**src/rtl/pipe_mux_n_pkg.sv**
```systemverilog
// Shared defaults and helpers for the N-way pipelined selector family.
package pipe_mux_n_pkg;

  localparam int DEF_W = 32;
  localparam int DEF_N = 3;

  // Number of bits needed to encode v distinct values (minimum 1).
  function automatic int clog2_int(input int v);
    int r;
    r = 1;
    for (int i = 1; i < 31; i++) begin
      if ((1 << i) < v) r = i + 1;
    end
    return r;
  endfunction

endpackage

```
**src/rtl/pipe_mux_n_if.sv**
```systemverilog
// Handshake bundle between the upstream stage, the selector and downstream.
interface pipe_mux_n_if
  import pipe_mux_n_pkg::*;
#(
  parameter int W    = DEF_W,
  parameter int N    = DEF_N,
  parameter int SELW = clog2_int(N)
);
  logic [N*W-1:0]  in_bus;
  logic [SELW-1:0] sel;
  logic            in_valid;
  logic            in_ready;
  logic [W-1:0]    out_data;
  logic            out_oor;
  logic            out_valid;
  logic            out_ready;

  // Environment side: drives the inputs and consumes the result.
  modport master (
    output in_bus, sel, in_valid, out_ready,
    input  in_ready, out_data, out_oor, out_valid
  );

  // Selector side.
  modport slave (
    input  in_bus, sel, in_valid, out_ready,
    output in_ready, out_data, out_oor, out_valid
  );
endinterface

```
**src/rtl/pipe_mux_n_skid_buf.sv**
```systemverilog
// Generic 2-entry valid/ready buffer. M drives the outputs, S catches the
// word accepted while M is stalled. in_ready is a flop so a downstream stall
// never reaches the upstream side combinationally.
module pipe_mux_n_skid_buf #(
  parameter int DW = 33
) (
  input  logic          clk,
  input  logic          rst_n,
  input  logic          clear,
  input  logic [DW-1:0] in_data,
  input  logic          in_valid,
  output logic          in_ready,
  output logic [DW-1:0] out_data,
  output logic          out_valid,
  input  logic          out_ready
);

  logic [DW-1:0] m_data, s_data;
  logic          m_valid, s_valid, in_ready_q;
  logic          accept, emit, load_m;

  assign accept = in_valid & in_ready_q;
  assign emit   = m_valid & out_ready;
  assign load_m = !m_valid | emit;

  // Storage update: clear wins, then refill M (from S first), else park in S.
  always_ff @(posedge clk or negedge rst_n) begin
    if (!rst_n) begin
      m_data     <= '0;
      s_data     <= '0;
      m_valid    <= 1'b0;
      s_valid    <= 1'b0;
      in_ready_q <= 1'b0;
    end else if (clear) begin
      m_valid    <= 1'b0;
      s_valid    <= 1'b0;
      in_ready_q <= 1'b1;
    end else if (load_m) begin
      if (s_valid) begin
        m_valid <= 1'b1;
        m_data  <= s_data;
        s_valid <= 1'b0;
      end else begin
        m_valid <= accept;
        if (accept) m_data <= in_data;
      end
      in_ready_q <= 1'b1;
    end else if (accept) begin
      s_valid    <= 1'b1;
      s_data     <= in_data;
      in_ready_q <= 1'b0;
    end else begin
      in_ready_q <= !s_valid;
    end
  end

  assign in_ready  = in_ready_q;
  assign out_data  = m_data;
  assign out_valid = m_valid;

endmodule

```
**src/rtl/pipe_mux_n.sv**
```systemverilog
// N-way, W-bit selector with a registered, skid-buffered output stage.
// An out-of-range select yields an all-zero word tagged with out_oor.
module pipe_mux_n
  import pipe_mux_n_pkg::*;
#(
  parameter int W    = DEF_W,
  parameter int N    = DEF_N,
  parameter int SELW = clog2_int(N)
) (
  input  logic           clk,
  input  logic           rst_n,
  input  logic           flush,
  pipe_mux_n_if.slave    bus
);

  logic [W-1:0] sel_word;
  logic         sel_oor;
  logic [W:0]   buf_out;

  // Combinational select; default covers every sel >= N.
  always_comb begin
    sel_word = '0;
    sel_oor  = 1'b1;
    for (int k = 0; k < N; k++) begin
      if (bus.sel == SELW'(k)) begin
        sel_word = bus.in_bus[k*W +: W];
        sel_oor  = 1'b0;
      end
    end
  end

  // A word offered during flush must never enter storage.
  pipe_mux_n_skid_buf #(.DW(W + 1)) u_skid (
    .clk       (clk),
    .rst_n     (rst_n),
    .clear     (flush),
    .in_data   ({sel_oor, sel_word}),
    .in_valid  (bus.in_valid & !flush),
    .in_ready  (bus.in_ready),
    .out_data  (buf_out),
    .out_valid (bus.out_valid),
    .out_ready (bus.out_ready)
  );

  assign bus.out_oor  = buf_out[W];
  assign bus.out_data = buf_out[W-1:0];

endmodule

```
**src/flat_wrapper.sv**
```systemverilog
// flat-port wrapper written by rule: the top's interface ports become plain ports
module pipe_mux_n_flat import pipe_mux_n_pkg::*;
#(
  parameter int W    = DEF_W,
  parameter int N    = DEF_N,
  parameter int SELW = clog2_int(N)
)
  (clk, rst_n, flush, bus_in_bus, bus_sel, bus_in_valid, bus_out_ready, bus_in_ready, bus_out_data, bus_out_oor, bus_out_valid);
  pipe_mux_n_if #(.W(W), .N(N), .SELW(SELW)) bus_i ();
  input  logic clk;
  input  logic rst_n;
  input  logic flush;
  input wire logic [$bits(bus_i.in_bus)-1:0] bus_in_bus;
  input wire logic [$bits(bus_i.sel)-1:0] bus_sel;
  input wire logic [$bits(bus_i.in_valid)-1:0] bus_in_valid;
  input wire logic [$bits(bus_i.out_ready)-1:0] bus_out_ready;
  output wire logic [$bits(bus_i.in_ready)-1:0] bus_in_ready;
  output wire logic [$bits(bus_i.out_data)-1:0] bus_out_data;
  output wire logic [$bits(bus_i.out_oor)-1:0] bus_out_oor;
  output wire logic [$bits(bus_i.out_valid)-1:0] bus_out_valid;
  assign bus_i.in_bus = bus_in_bus;
  assign bus_i.sel = bus_sel;
  assign bus_i.in_valid = bus_in_valid;
  assign bus_i.out_ready = bus_out_ready;
  assign bus_in_ready = bus_i.in_ready;
  assign bus_out_data = bus_i.out_data;
  assign bus_out_oor = bus_i.out_oor;
  assign bus_out_valid = bus_i.out_valid;
  pipe_mux_n #(.W(W), .N(N), .SELW(SELW)) u_core (.clk(clk), .rst_n(rst_n), .flush(flush), .bus(bus_i));
endmodule
```
**config.mk**
```make
export PLATFORM = sky130hd
export DESIGN_NAME = pipe_mux_n_flat
export DESIGN_NICKNAME = d
export VERILOG_FILES = /design/src/rtl/pipe_mux_n_pkg.sv /design/src/rtl/pipe_mux_n_if.sv /design/src/rtl/pipe_mux_n_skid_buf.sv /design/src/rtl/pipe_mux_n.sv /design/src/flat_wrapper.sv
export SDC_FILE = /design/constraint.sdc
export NUM_CORES = 1
export LEC_CHECK = 0
export CAP_MARGIN = 20
export CORE_MARGIN = 2
export CORE_UTILIZATION = 46
export CTS_CLUSTER_DIAMETER = 60
export DETAILED_ROUTE_END_ITERATION = 10
export GPL_ROUTABILITY_DRIVEN = 0
export PLACE_DENSITY = 0.81
export SETUP_SLACK_MARGIN = 0.15
export SLEW_MARGIN = 20
export SYNTH_ARGS = -nofsm -noshare
export SYNTH_HDL_FRONTEND = slang
export SYNTH_SLANG_ARGS = --single-unit
```
**constraint.sdc**
```tcl
create_clock -name clk -period 1.86 [get_ports clk]
set_clock_uncertainty 0.05 [all_clocks]
set_input_delay 0.372 -clock clk [delete_from_list [all_inputs] [get_ports clk]]
set_output_delay 0.372 -clock clk [all_outputs]
set_load 0.1 [all_outputs]
```
==> impl_metrics.ini <==
[floorplanning]
die-area_um2 = 9520
num_rows = 34
fp.coreArea_um2 = 8590
start_util_pct = 46.9
io_pins = 138
die_h_um = 97.6
fp.dieW_um = 97.6

[clock_tree]
clkLatencyLatePin_ps = 360
clock-sinks = 69
clockBufferDepth = 2
cts-root-buf = clkbuf_8
cts_tree = built
cts_htree_levels = 3
clk_pin_slew_worst_paths_ps = 80
numCtsBuffers = 9

[synthesis]
yosysTopAreaCellShare_pct = 42.9
syn_area_per_cell_um2 = 11.4
synth-edff-count = 0
ys_warn_count = 0
synth_cell_type_count = 24
synth.most_common_cell = dfrtp_1
netlist_top_cells_area = dfrtp_1, mux2i_1, o211ai_2
synthCells = 352
netlist_top_cells_count = dfrtp_1, mux2i_1, inv_1
syn_area_um2 = 4030
seq_area_frac_synth_pct = 42.9
synthArstFlopShare_pct = 100
synth_fp_nets = 455
yosys_most_used_dff = dfrtp_1
synth_top_area_cell = dfrtp_1
synth.ff_latch_count = 69

[sta]
rsz0062_at_grt = no
max_clock_freq_mhz = 619
period_minus_slack_ps = 1620
slew_headroom_pct = 74.0
finalCritPeriodShare_pct = 86.9
slew_viol_final = 0
hold_violations = 0
tightest_slew_ps = 389
finalSetupViolCount = 0
worst_slack_ps = 243

[drt]
firstDrtPassIters = 4
drc = 0
initialDrtViolationCount = 218
drtAntennaViolNets = 0
vias = 3508
avgViaCountPerCell = 5.91
wl_mm = 11.2
wl_per_cell_um = 18.8

[setup_path]
path_buf_inv = 1
end_kind = register
r2r-end = u_core.u_skid.out_data[1]
cpPeakStageDelay_ps = 510
path_class = register to register
critical_path.endpoint = u_core.u_skid.out_data[1]
cp_slowest_cell = dfrtp_4
cp.required_ps = 2020
crit_start = u_core.u_skid.out_valid
reg2reg_depth = 4
cp_max_fo = 32
rrSetupSlack_ps = 240
cp_data_arrival_time_ps = 1780
crit_path_cell_trace = nor2b_4 > buf_4 > o31ai_1 > o211ai_2
crit_family = compound AO/OA/AOI/OAI gates
worstReg2RegStart = u_core.u_skid.out_valid
path_depth = 4
crit_path_start_kind = register

[placed_design]
port_buffers = 137
place_hpwl_mm = 7.68
dpl_cell_area_um2 = 5910
place_ws_ps = -79.8

[pwr]
internal-power_mw = 3.72
p_clk_share_pct = 22.3
p_per_area_nw_per_um2 = 1010
seq_power_share_pct = 34.5
switching_power_mw = 2.49
power.leakage_nw = 2.65
p_sw_share_pct = 40.1
power.total_mw = 6.20
combPwrFrac_pct = 43.2
peakVddDrop_mv = 0.565

[global_routing]
grt-ovfl-total = 0
antenna_found_initial = 0
grt_pass1_wl_mm = 18.7
grtUsageTotal_pct = 24.4
grt_pass1_vias = 3757
grt_max_degree = 70

[cells_and_area]
fillers = 595
fin_area_um2 = 6150
seqCellArea_um2 = 1730
drive_gt1_share_pct = 23.7
nets = 584
utilization_pct = 71.5
multi_input_area_um2 = 1960
n_antenna_cell = 0
area_delta_synth_final_pct = 52.7

[job]
drv_cap = 0

[run_status]
status = finished clean

[hold_path]
hold_class = primary input to register
-- stage by stage --
step / hold WS [ps] / TNS (ps) / instances
after global placement: 376 / -1860 / 577
after CTS: 429 / 0 / 594
after floorplan: 26.4 / 0 / 352
after detailed placement: 380 / -3330 / 577
final: 433 / 0 / 594
after global routing: 446 / 0 / 594
-- repair_timing --
action | in CTS | in global routing
endpoints found under the setup margin | 0 | 2
setup buffers | 0 | 0
endpoints found under the hold margin | 17 | 0
resized for setup | 0 | 1
hold buffers | 1 | 0
-- registers in the layout (all words and copies together), names as in the netlist --
| name | count |
|---|---|
| u_core.u_skid.s_valid | 1 |
| u_core.u_skid.out_valid | 1 |
| u_core.u_skid.in_ready | 1 |
| u_core.u_skid.s_data | 33 |
| u_core.u_skid.out_data | 33 |
-- power by group through the flow --
stage | Clock, mW | Sequential (mW) | Combinational (mW)
finish | 1.38 | 2.14 | 2.68
global route | 1.46 | 2.18 | 2.81
CTS | 1.39 | 2.14 | 2.70
detailed placement | 0 | 2.16 | 2.68
global placement | 0 | 2.15 | 2.62
floorplan | 0 | 3.04 | 0.662
-- how the worst min path moves through the flow --
| stage | slack (ps) | end | start | cells after the start |
|---|---|---|---|---|
| 6_report | 430 | u_core.u_skid.out_data[32] | flush | 3 |
| 4_1_cts | 430 | u_core.u_skid.out_data[32] | flush | 3 |
| 3_5_place_dp | 380 | u_core.u_skid.out_data[14] | rst_n | 2 |
| 3_3_place_gp | 380 | u_core.u_skid.out_data[13] | rst_n | 2 |
| 2_1_floorplan | 30 | u_core.u_skid.out_data[0] | rst_n | 0 |
| 5_1_grt | 450 | u_core.u_skid.out_data[32] | flush | 3 |
-- layout make-up --
type	instances	share of cell area (%)
clock buffers	9	2.01
clock inverters	7	1.61
inverters	34	2.08
multi-input cells	207	31.9
flip-flops and latches	69	28.2
well taps	108	2.20
repair buffers	160	32.0
-- routing by layer --
metal / vias up / track usage, % / part of all wire (%) / wire length, um
met5: - / 0 / 0 / 0
met2: 154 / 41.4 / 50 / 5560
met4: 0 / 7.16 / 2.0 / 219
met1: 1745 / 29.4 / 41 / 4590
li1: 1589 / - / - / -
met3: 20 / 8.49 / 7.2 / 803
-- worst register-to-register path: cells and delay by family, from the launching register on --
family / cells / cell delay [ps]
AOI/OAI and AO/OA: 2 / 530
buffers and inverters: 1 / 250
DFF: 1 / 510
and+or+nand+nor: 1 / 140
-- cell usage in the layout, fill, tap and decap left out, types with 2 or more instances in the layout --
cell	instances
clkdlybuf4s50_1	99
dfrtp_1	67
mux2i_1	65
buf_12	42
inv_1	34
a2bb2oi_1	32
nand4b_1	32
o31ai_1	32
o211ai_2	30
buf_4	15
clkbuf_8	9
nand2_1	3
buf_2	3
nor3_1	2
o211ai_1	2
bufinv_16	2
clkinv_4	2
dfrtp_4	2
-- logic make-up (layout without fill, tap and decap cells) --
kind of cell    Yosys count  count (layout)  synth area share (%)
mux                      66              66                  16.4
compound gates           99              99                  23.1
buf+inv                  76             210                  8.79
simple gates             42              42                  8.82
flops                    69              69                  42.9
No activity file was read; power rests on OpenSTA's default activity.
